--- config.mk ---
export PLATFORM = sky130hd
export DESIGN_NAME = btn_step_generator
export DESIGN_NICKNAME = d
export VERILOG_FILES = /design/src/rtl/btn_step_generator.sv
export SDC_FILE = /design/constraint.sdc
export NUM_CORES = 1
export LEC_CHECK = 0
export ABC_AREA = 1
export BUFFER_PORTS_ARGS = -buffer_cell sky130_fd_sc_hd__buf_2
export CAP_MARGIN = 20
export CORE_MARGIN = 3
export CORE_UTILIZATION = 55
export CTS_CLUSTER_SIZE = 12
export DETAILED_ROUTE_END_ITERATION = 12
export PLACE_DENSITY = 0.84
export SLEW_MARGIN = 30
export SYNTH_ARGS = -nofsm -noshare
export SYNTH_HDL_FRONTEND = slang
export SYNTH_SLANG_ARGS = --single-unit
export TNS_END_PERCENT = 50
--- constraint.sdc ---
create_clock -name i_clk -period 4.1 [get_ports i_clk]
set_input_delay 0.615 -clock i_clk [delete_from_list [all_inputs] [get_ports i_clk]]
set_output_delay 0.615 -clock i_clk [all_outputs]
set_load 0.05 [all_outputs]
--- src/rtl/btn_step_generator.sv ---
// ============================================================================
// btn_step_generator
// ----------------------------------------------------------------------------
// Stimulus front end for the flip-flop lab boards. The raw center pushbutton
// is synchronized into the system clock domain and debounced. Each accepted
// press produces a single-cycle step pulse, captures the switch bank, and
// advances a wrapping step counter for the LED display. This way the
// flip-flop exercises advance exactly once per physical press.
//
// Parameters
//   DEBOUNCE_CYCLES : consecutive synchronized samples needed to accept a
//                     level change (>= 1). 1000000 is 10 ms at 100 MHz.
//   COUNT_W         : width of the step counter.
//
// Ports
//   i_clk        in   1        system clock, rising edge
//   i_resetN     in   1        synchronous active-low reset
//   i_btn        in   1        raw asynchronous pushbutton, high = pressed
//   i_sw         in   4        switch bank, captured on each accepted press
//   o_step       out  1        one-cycle pulse per accepted press
//   o_pressed    out  1        debounced button level
//   o_stim       out  4        switch value captured on the accepting edge
//   o_stepCount  out  COUNT_W  accepted presses, modulo 2^COUNT_W
// ============================================================================
module btn_step_generator #(
  parameter int DEBOUNCE_CYCLES = 1000000,
  parameter int COUNT_W         = 4
) (
  input  logic               i_clk,
  input  logic               i_resetN,
  input  logic               i_btn,
  input  logic [3:0]         i_sw,
  output logic               o_step,
  output logic               o_pressed,
  output logic [3:0]         o_stim,
  output logic [COUNT_W-1:0] o_stepCount
);

  // The counter holds values up to DEBOUNCE_CYCLES.
  localparam int CNT_W = (DEBOUNCE_CYCLES > 1) ? $clog2(DEBOUNCE_CYCLES + 1) : 1;

  // The counter already holds 1 when the first sample of a new level is taken.
  // So the DEBOUNCE_CYCLES-th consecutive sample is the one that arrives while
  // the counter holds DEBOUNCE_CYCLES-1. That sample is the accepting edge.
  localparam logic [CNT_W-1:0] CNT_LAST = CNT_W'(DEBOUNCE_CYCLES - 1);
  localparam logic [CNT_W-1:0] CNT_ONE  = CNT_W'(1);

  // With a single-sample debounce, the wait states are skipped entirely.
  localparam bit SINGLE_SAMPLE = (DEBOUNCE_CYCLES == 1);

  localparam logic [1:0] ST_IDLE         = 2'd0;
  localparam logic [1:0] ST_PRESS_WAIT   = 2'd1;
  localparam logic [1:0] ST_HELD         = 2'd2;
  localparam logic [1:0] ST_RELEASE_WAIT = 2'd3;

  logic               r_syncStage1;
  logic               r_syncStage2;
  logic [1:0]         r_state;
  logic [CNT_W-1:0]   r_cnt;
  logic               r_step;
  logic               r_pressed;
  logic [3:0]         r_stim;
  logic [COUNT_W-1:0] r_stepCount;

  logic               w_syncBtn;
  logic [1:0]         w_stateNext;
  logic [CNT_W-1:0]   w_cntNext;
  logic               w_pressAccept;
  logic               w_pressedNext;

  assign w_syncBtn = r_syncStage2;

  // Two-flop synchronizer for the asynchronous button. Nothing downstream
  // looks at i_btn directly. This keeps metastability out of the FSM and
  // the debounce counter.
  always_ff @(posedge i_clk) begin
    if (!i_resetN) begin
      r_syncStage1 <= 1'b0;
      r_syncStage2 <= 1'b0;
    end else begin
      r_syncStage1 <= i_btn;
      r_syncStage2 <= r_syncStage1;
    end
  end

  // Debounce FSM next-state logic. Each wait state counts consecutive
  // samples of the candidate level. Any sample of the old level abandons
  // the candidate and returns to the stable state it came from, with the
  // count cleared. Only the press side raises w_pressAccept. A release, or
  // a bounce back into HELD, never produces a step.
  always_comb begin
    w_stateNext   = r_state;
    w_cntNext     = r_cnt;
    w_pressAccept = 1'b0;
    case (r_state)
      ST_IDLE: begin
        if (w_syncBtn) begin
          if (SINGLE_SAMPLE) begin
            w_stateNext   = ST_HELD;
            w_cntNext     = '0;
            w_pressAccept = 1'b1;
          end else begin
            w_stateNext = ST_PRESS_WAIT;
            w_cntNext   = CNT_ONE;
          end
        end
      end
      ST_PRESS_WAIT: begin
        if (!w_syncBtn) begin
          w_stateNext = ST_IDLE;
          w_cntNext   = '0;
        end else if (r_cnt == CNT_LAST) begin
          w_stateNext   = ST_HELD;
          w_cntNext     = '0;
          w_pressAccept = 1'b1;
        end else begin
          w_cntNext = r_cnt + CNT_ONE;
        end
      end
      ST_HELD: begin
        if (!w_syncBtn) begin
          if (SINGLE_SAMPLE) begin
            w_stateNext = ST_IDLE;
            w_cntNext   = '0;
          end else begin
            w_stateNext = ST_RELEASE_WAIT;
            w_cntNext   = CNT_ONE;
          end
        end
      end
      ST_RELEASE_WAIT: begin
        if (w_syncBtn) begin
          w_stateNext = ST_HELD;
          w_cntNext   = '0;
        end else if (r_cnt == CNT_LAST) begin
          w_stateNext = ST_IDLE;
          w_cntNext   = '0;
        end else begin
          w_cntNext = r_cnt + CNT_ONE;
        end
      end
      default: begin
        w_stateNext = ST_IDLE;
        w_cntNext   = '0;
      end
    endcase
  end

  // The debounced level is high in both the held state and the release wait
  // state. The button is still considered pressed until the release has
  // been confirmed. It is computed from the next state so that it can be
  // registered and change on the same edge as the state.
  assign w_pressedNext = (w_stateNext == ST_HELD) || (w_stateNext == ST_RELEASE_WAIT);

  // State and debounce counter registers.
  always_ff @(posedge i_clk) begin
    if (!i_resetN) begin
      r_state <= ST_IDLE;
      r_cnt   <= '0;
    end else begin
      r_state <= w_stateNext;
      r_cnt   <= w_cntNext;
    end
  end

  // Registered outputs. On the edge that accepts a press, three updates
  // happen together: the step pulse, the switch capture, and the counter
  // increment. The counter wraps naturally at 2^COUNT_W. The step register
  // is rewritten every cycle, so the pulse lasts exactly one clock.
  always_ff @(posedge i_clk) begin
    if (!i_resetN) begin
      r_step      <= 1'b0;
      r_pressed   <= 1'b0;
      r_stim      <= 4'h0;
      r_stepCount <= '0;
    end else begin
      r_step    <= w_pressAccept;
      r_pressed <= w_pressedNext;
      if (w_pressAccept) begin
        r_stim      <= i_sw;
        r_stepCount <= r_stepCount + COUNT_W'(1);
      end
    end
  end

  assign o_step      = r_step;
  assign o_pressed   = r_pressed;
  assign o_stim      = r_stim;
  assign o_stepCount = r_stepCount;

endmodule

==> results of run 1 <==
final cells by class:
| class | instances | area [sq um] |
|---|---|---|
| tap | 44 | 55.1 |
| inverter | 46 | 173 |
| sequential | 33 | 661 |
| clock buffer | 6 | 41.3 |
| fill | 296 | 1090 |
| multi-input combinational | 204 | 1050 |
| clock inverter | 2 | 10.0 |
| timing repair buffer | 16 | 80.1 |
per-layer routing:
layer / up-vias / track usage, % / wire length (microns)
met5: - / 0 / 0
met4: 0 / 7.12 / 54
met3: 7 / 5.20 / 234
met2: 37 / 32.9 / 1770
met1: 830 / 32.9 / 2000
li1: 927 / - / -
registers in the layout (all words and copies together), names as in the netlist:
signal and flops:
o_step 1, r_syncStage2 1, r_cnt 20, r_state 2, r_syncStage1 1, o_stepCount 4, o_stim 4
where the power goes:
group / internal, mW / switching [mW]
clock network: 0.0652 / 0.110
registers: 0.322 / 0.00157
logic: 0.00675 / 0.0168
placed cells by master, fill, tap and decap left out, types with 2 or more instances in the layout:
cell type and instances:
nand2_1 65, nor2_1 53, inv_1 44, dfxtp_1 33, nand3_1 25, buf_2 16, nand2_2 9, nand4_1 9
nor2_4 7, xor2_1 6, a21oi_1 5, clkbuf_4 5, nand2_4 4, o21ai_0 4, nor2_2 3, nor3_1 3
o21bai_1 3, inv_2 2, ha_1 2, clkinv_2 2
worst min-delay path by stage:
stage,end,cells after the start,start,slack [ns]
floorplan,r_syncStage2,2,r_syncStage1,0.39
global placement,r_syncStage2,2,r_syncStage1,0.41
detailed placement,r_syncStage2,2,r_syncStage1,0.41
CTS,r_syncStage2,2,r_syncStage1,0.43
global route,r_syncStage1,3,i_btn,0.46
finish,r_syncStage2,2,r_syncStage1,0.43
worst reg2reg max path, cell delays in order (launching register included):
cell,delay (ns)
dfxtp_1,0.38
ha_1,0.21
nand2_2,0.09
nor2_4,0.14
nand2_2,0.09
nor2_4,0.12
nand2_2,0.10
nand2_4,0.10
nand2_4,0.09
nand2_4,0.12
nor2_1,0.06
per-stage QoR:
stage / worst slack [ns] / std cells / total power [mW]
final: 2.46 / 351 / 0.522
after detailed placement: 2.53 / 343 / 0.355
after global placement: 2.56 / 343 / 0.354
after global routing: 2.35 / 351 / 0.547
after floorplan: 2.50 / 285 / 0.347
after CTS: 2.46 / 351 / 0.528
kinds of logic (layout without fill, tap and decap cells):
group,after synthesis,count (layout),synth area share [%]
simple gates,180,180,46.0
fa+ha+maj,2,2,1.33
flops,33,33,35.0
xor+xnor,6,6,2.79
buf+inv,48,70,9.55
compound gates,16,16,5.30
==> flow_summary.yaml, run 1 <==
final_layout:
  stdcell_area_sq_mm: 0.00207
  fin_util_pct: 65.5
  diodes: 0
  drive_above_1_share_pct: 16.9
  fin_nets: 315
  area_growth_pct: 9.48
sta:
  slew_viol_final: 0
  max_slew_margin_pct: 69.5
  finalSetupViolations: 0
  tightest_slew_ns: 0.458
  period_share_pct: 39.9
  clock-skew-final_ns: 0.0122
  fmax_ghz: 0.611
  layout_min_cycle_time_ns: 1.64
  rsz0062_at_grt: "no"
  fin_tns_setup_ns: 0
  whs_ns: 0.429
  hold_viol: 0
setup_path:
  r2r_start: "r_cnt[0]"
  crit_type: "reg -> out"
  worstSetupStartpoint: "o_stepCount[1]"
  path_depth: 1
  worstPathArrival_ns: 1.02
  cp.required_ns: 3.48
  start_kind: "flip-flop"
  crit_path_end: "o_stepCount[1]"
  cpLargestDelayFamily: "flip-flops"
  worst-r2r-setup-slack_ns: 2.48
  rr_worst_depth: 10
  worst_setup_path_end_kind: "output port"
  r2r-end: "r_cnt[12]"
  cp_slowest_cell: "dfxtp_1"
  worst_path_largest_cell_delay_ns: 0.39
  critPathBufInv: 1
  crit_fanout: 3
  crit_path_cell_trace: "buf_2"
cts:
  cts.reportedPaths.clkPinSlew_ns: 0.10
  post_cts_resized: 0
  cts.path.max_buffers: 2
  h-tree-depth: 2
  worstSkewPairLatency_ns: 0.34
  cts_tree: "built"
  clock-root-buffer: "clkbuf_4"
  cts_sinks: 33
  numCtsBuffers: 5
  hold_buffers: 0
  post_cts_buffers: 0
global_routing:
  grt_use_total_pct: 22.6
  overflow: 0
  grt_max_degree: 24
  grt_pass1_wl_microns: 7480
  grt_pass1_vias: 1679
  antenna_found_initial: 0
floorplanning:
  die_area_sq_mm: 0.00417
  die_y_microns: 64.6
  dieWidth_microns: 64.6
  coreArea_sq_mm: 0.00315
  initial_core_util_pct: 59.8
  std_cell_rows: 20
  num_io_pins: 17
logic_synthesis:
  synth-seq-cells: 33
  synth-edff-count: 0
  seq_area_frac_synth_pct: 35.0
  synth_top_cell_area_share_pct: 35.0
  netlist_area_sq_mm: 0.00189
  synth_fp_nets: 294
  synth_cell_type_count: 24
  yosys-top-cells-count: "nand2_1, nor2_1, inv_1, dfxtp_1, nand3_1"
  synth_top_flop_cell: "dfxtp_1"
  async_flop_share_pct: 0
  yosys.area.top_type: "dfxtp_1"
  synth_area_leaders: "dfxtp_1, nand2_1, nor2_1, inv_1, nand3_1"
  ys_warn_count: 0
  postSynthAreaPerCell_sq_um: 6.62
  synth_cells: 285
  yosysMostFrequentCell: "nand2_1"
place:
  hpwl_microns: 3080
  port_buffers: 16
  gp_congestion: 0.849
  placed_cell_area_sq_mm: 0.00201
power_and_ir_drop:
  power_density_mw_per_mm2: 253
  leakage_nw: 0.944
  ir_worst_vdd_mv: 0.176
drt:
  wl_microns: 4050
  vias: 1801
  drc: 0
  drt_iter0_markers: 105
  viasPerCell: 5.13
  wire_per_inst_microns: 11.5
  antenna_left: 0
  first_pass_iters: 4
run_status:
  status: "complete, no violations"
flow_run:
  drv_cap: 0
min_path:
  hp-class: "reg -> reg"
No activity file was read; power rests on OpenSTA's default activity.
==> run 2: changes to the inputs <==
==> constraint.sdc (replaced) <==
create_clock -name i_clk -period 1.7 [get_ports i_clk]
set_input_delay 0.255 -clock i_clk [delete_from_list [all_inputs] [get_ports i_clk]]
set_output_delay 0.255 -clock i_clk [all_outputs]
set_load 0.05 [all_outputs]
==> flow_summary.yaml, run 2 (synthesized netlist as in run 1, its figures left out) <==
run_status:
  status: "complete, no violations"
power_and_ir_drop:
  leakage_nw: 0.959
  power_density_mw_per_mm2: 635
  ir_worst_vdd_mv: 0.548
place:
  dp_cells: 344
  gp_congestion: 0.854
  port_buffers: 16
  hpwl_microns: 3010
final_layout:
  instances_no_fill: 352
  n_fill_cell: 272
  layout_common_cells: "nand2_1, nor2_1, inv_1"
  area_growth_pct: 11.3
  largest_reg_flops: 20
  diodes: 0
  fin_nets: 316
  fin_util_pct: 66.6
  top_register: "r_cnt"
  layout_commonest_cell: "nand2_1"
  drive_above_1_share_pct: 18.5
sta:
  period_share_pct: 92.8
  clock-skew-final_ns: 0.00662
  fmax_ghz: 0.634
  whs_ns: 0.0998
  layout_min_cycle_time_ns: 1.58
  finalSetupViolations: 0
  slew_viol_final: 0
  hold_viol: 0
  tightest_slew_ns: 0.459
  max_slew_margin_pct: 69.4
  rsz0062_at_grt: "yes"
floorplanning:
  initial_core_util_pct: 59.8
  num_io_pins: 17
  die_y_microns: 64.6
  std_cell_rows: 20
  dieWidth_microns: 64.6
  die_area_sq_mm: 0.00417
  coreArea_sq_mm: 0.00315
drt:
  drt_iter0_markers: 149
  wl_microns: 4010
  viasPerCell: 4.91
  drc: 0
  wire_per_inst_microns: 11.4
  vias: 1729
  antenna_left: 0
  first_pass_iters: 4
min_path:
  holdPathEnd: "r_syncStage1"
  hp-class: "in -> reg"
  min_from: "i_btn"
  hold_depth: 3
cts:
  worstSkewPairLatency_ns: 0.33
  clock-root-buffer: "clkbuf_4"
  cts_sinks: 33
  post_cts_buffers: 0
  cts_tree: "built"
  cts.path.max_buffers: 2
  h-tree-depth: 2
  numCtsBuffers: 5
  cts.reportedPaths.clkPinSlew_ns: 0.10
setup_path:
  worst_setup_path_end_kind: "flip-flop"
  start_kind: "flip-flop"
  worstPathArrival_ns: 1.81
  r2r_start: "r_cnt[1]"
  r2r-end: "r_cnt[12]"
  crit_fanout: 8
  worst-r2r-setup-slack_ns: 0.12
  cp.required_ns: 1.93
  crit_type: "reg -> reg"
  rr_worst_depth: 10
global_routing:
  overflow: 0
  grt_pass1_vias: 1585
  grt_pass1_wl_microns: 7070
  antenna_found_initial: 0
  grt_use_total_pct: 21.8
  grt_max_degree: 24
flow_run:
  drv_cap: 0
run 2: worst max-delay path by stage:
stage          slack (ns)  startpoint             end
4_1_cts              0.09    r_cnt[1]       r_cnt[12]
3_3_place_gp         0.16    r_cnt[1]       r_cnt[10]
6_report             0.12    r_cnt[1]       r_cnt[12]
2_1_floorplan        0.10  r_state[1]       r_cnt[10]
3_5_place_dp         0.12    r_cnt[0]        r_cnt[5]
5_1_grt            -0.008    r_cnt[1]  o_stepCount[1]
run 2: area by class of cell:
| class | count | area (sq um) | area share, % |
|---|---|---|---|
| Multi-Input combinational cell | 204 | 1050 | 50.1 |
| Sequential cell | 33 | 663 | 31.6 |
| Inverter | 46 | 173 | 8.22 |
| Timing Repair Buffer | 17 | 87.6 | 4.17 |
| Clock buffer | 7 | 65.1 | 3.10 |
| Tap cell | 44 | 55.1 | 2.62 |
| Clock inverter | 1 | 5.00 | 0.238 |
run 2: timing repair:
item / 4_1_cts / 5_1_grt
hold buffers: 0 / 0
endpoints found under the setup margin: 0 / 10
gates resized for setup: 0 / 3
run 2: worst max-delay path, stage by stage (launching register included):
cell	delay, ns
dfxtp_2	0.36
ha_1	0.20
nand2_2	0.09
nor2_4	0.14
nand2_2	0.10
nor2_4	0.12
nand2_2	0.10
nand2_4	0.10
nand2_4	0.09
nand2_4	0.12
nor2_1	0.06
run 2: through the flow:
stage               setup WS [ns]  power [mW]  instance area, sq um  setup TNS (ns)
CTS                        0.0894        1.35                  2090               0
floorplan                   0.103       0.837                  1890               0
global route             -0.00770        1.39                  2100        -0.00770
global placement            0.156       0.854                  2020               0
detailed placement          0.117       0.855                  2020               0
finish                      0.123        1.33                  2100               0
run 2: where the power goes:
part / internal [mW] / total [mW] / switching (mW)
Sequential: 0.777 / 0.780 / 0.00290
Clock: 0.239 / 0.494 / 0.255
Combinational: 0.0172 / 0.0582 / 0.0410
Total: 1.03 / 1.33 / 0.299
run 2: routing by layer:
| metal | GRT usage, % | wire length (microns) | up-vias |
|---|---|---|---|
| met5 | 0 | 0 | - |
| met4 | 8.44 | 64 | 0 |
| met3 | 4.68 | 180 | 7 |
| met2 | 31.6 | 1690 | 32 |
| met1 | 31.3 | 2070 | 765 |
| li1 | - | - | 925 |
==> run 3: changes to the inputs <==
==> constraint.sdc (replaced) <==
create_clock -name i_clk -period 1.47 [get_ports i_clk]
set_input_delay 0.2205 -clock i_clk [delete_from_list [all_inputs] [get_ports i_clk]]
set_output_delay 0.2205 -clock i_clk [all_outputs]
set_load 0.05 [all_outputs]
==> flow_summary.yaml, run 3 (synthesized netlist as in run 1, its figures left out) <==
floorplanning:
  num_io_pins: 17
  initial_core_util_pct: 59.8
  coreArea_sq_mm: 0.00315
  std_cell_rows: 20
  dieWidth_microns: 64.6
  die_area_sq_mm: 0.00417
  die_y_microns: 64.6
drt:
  wl_microns: 4890
  vias: 1918
  wire_per_inst_microns: 13.2
  drc: 0
  first_pass_iters: 4
  drt_iter0_markers: 198
  antenna_left: 0
  viasPerCell: 5.20
final_layout:
  stdcell_area_sq_mm: 0.00237
  layout_common_cells: "nand2_1, inv_1, nor2_1"
  drive_above_1_share_pct: 30.5
  layout_commonest_cell: "nand2_1"
  instances_no_fill: 369
  diodes: 0
  top_register: "r_cnt"
  n_fill_cell: 250
  area_growth_pct: 25.7
  fin_nets: 333
  largest_reg_flops: 20
setup_path:
  crit_path_cell_trace: "ha_4 > nand2_4 > nor2_4 > nand2_2 > nor2_4 > nand2_4 > nand2_4 > nand2_8 > nand2_8 > nor2_1"
  worst_setup_path_end_kind: "flip-flop"
  cp.required_ns: 1.72
  worstPathArrival_ns: 1.72
  worst_path_largest_cell_delay_ns: 0.38
  worst-r2r-setup-slack_ns: -0.009
  critPathBufInv: 0
  crit_type: "reg -> reg"
  cpLargestDelayFamily: "simple AND/OR/NAND/NOR gates"
  crit_top_cell: "nand2_4"
  start_kind: "flip-flop"
  crit_fanout: 8
  cp_slowest_cell: "dfxtp_4"
sta:
  layout_min_cycle_time_ns: 1.48
  setup_slack_ns: -0.00915
  hold_viol: 0
  finalSetupViolations: 3
  period_share_pct: 101
  slew_viol_final: 0
  tightest_slew_ns: 0.340
  fmax_ghz: 0.676
  rsz0062_at_grt: "yes"
  max_slew_margin_pct: 77.3
  clock-skew-final_ns: 0.0137
global_routing:
  grt_use_total_pct: 24.0
  overflow: 0
  grt_max_degree: 14
  antenna_found_initial: 0
  grt_pass1_wl_microns: 7670
  grt_pass1_vias: 1706
place:
  dp_cells: 357
  port_buffers: 16
  placed_cell_area_sq_mm: 0.00212
  hpwl_microns: 3420
  place_ws_ns: -0.0586
  gp_congestion: 0.868
power_and_ir_drop:
  p_int_mw: 1.33
  power_frac_clock_pct: 42.6
  pwr-share-comb_pct: 5.0
  power_density_mw_per_mm2: 724
  ir_worst_vdd_mv: 0.625
  p_seq_share_pct: 52.5
  p_sw_share_pct: 22.5
  leakage_nw: 1.11
  p_sw_uw: 386
cts:
  cts_sinks: 33
  worstSkewPairLatency_ns: 0.35
  cts.path.max_buffers: 2
  numCtsBuffers: 5
  cts.reportedPaths.clkPinSlew_ns: 0.10
  h-tree-depth: 2
  cts_tree: "built"
  clock-root-buffer: "clkbuf_4"
flow_run:
  drv_cap: 0
run_status:
  status: "finished, violations left"
  violations: "negative setup slack"
min_path:
  hp-class: "in -> reg"
==> run 3: cell count changes in the layout (fill, tap and decap cells not counted), moves of 3 or more <==
cell     before  now
nor2_2        3   12
nand3_2       2    6
nor2_1       53   41
buf_4         1   18
nand3_1      24   20
dfxtp_2       2    7
dfxtp_1      31   25
nor2_4        7   10
==> run 3: per-layer routing <==
metal	routed length (microns)	share of wire (%)	GRT usage, %	vias up
met3	337	6.9	6.24	16
met5	0	0	0	-
met1	2150	44	31.5	865
met2	2300	47	36.9	80
li1	-	-	-	957
met4	108	2.2	10.8	0
==> run 3: per-stage QoR <==
stage	utilization, %	TNS (ns)	hold slack (ns)	total power, mW
2_1_floorplan	-	0	0.318	0.968
5_1_grt	75.2	-1.46	0.0493	1.77
3_5_place_dp	67.3	-0.507	0.403	0.995
6_report	75.2	-0.0187	0.0564	1.72
3_3_place_gp	67.3	0	0.403	0.993
4_1_cts	72.1	0	0.0425	1.73
==> run 3: final cells by class <==
cell class / count / area [sq um] / area share, %
Clock buffer: 7 / 55.1 / 2.32
Multi-Input combinational cell: 204 / 1170 / 49.3
Timing Repair Buffer: 34 / 215 / 9.08
Inverter: 46 / 173 / 7.28
Tap cell: 44 / 55.1 / 2.32
Clock inverter: 1 / 30.0 / 1.27
Sequential cell: 33 / 673 / 28.4
==> run 3: timing repair <==
action                     in CTS  in global routing
hold endpoints to repair        0                  0
pin swaps                       4                  7
buffers inserted                3                  1
hold buffers                    0                  0
gates resized for setup        10                 29
setup endpoints to repair      19                 31
==> run 3: worst reg2reg max path: cells and delay by family (launching register included) <==
| kind | cells | cell delay (ns) |
|---|---|---|
| adders and majority gates | 1 | 0.16 |
| DFF | 1 | 0.38 |
| and+or+nand+nor | 9 | 0.85 |
==> run 3: power groups by stage <==
stage	Combinational, mW	Clock, mW	Sequential (mW)
3_3_place_gp	0.0719	0	0.921
3_5_place_dp	0.0733	0	0.922
6_report	0.0857	0.730	0.900
5_1_grt	0.0920	0.782	0.901
4_1_cts	0.0805	0.744	0.902
2_1_floorplan	0.0448	0	0.923
==> run 3: path summary, 6_finish.rpt <==
| path | start | end | cells after the start |
|---|---|---|---|
| hold reg to reg | r_syncStage1 | r_syncStage2 | 2 |
| setup reg to reg | r_cnt[1] | r_cnt[12] | 10 |
| setup / recovery | r_cnt[1] | r_cnt[12] | 10 |
| hold / removal | i_btn | r_syncStage1 | 3 |
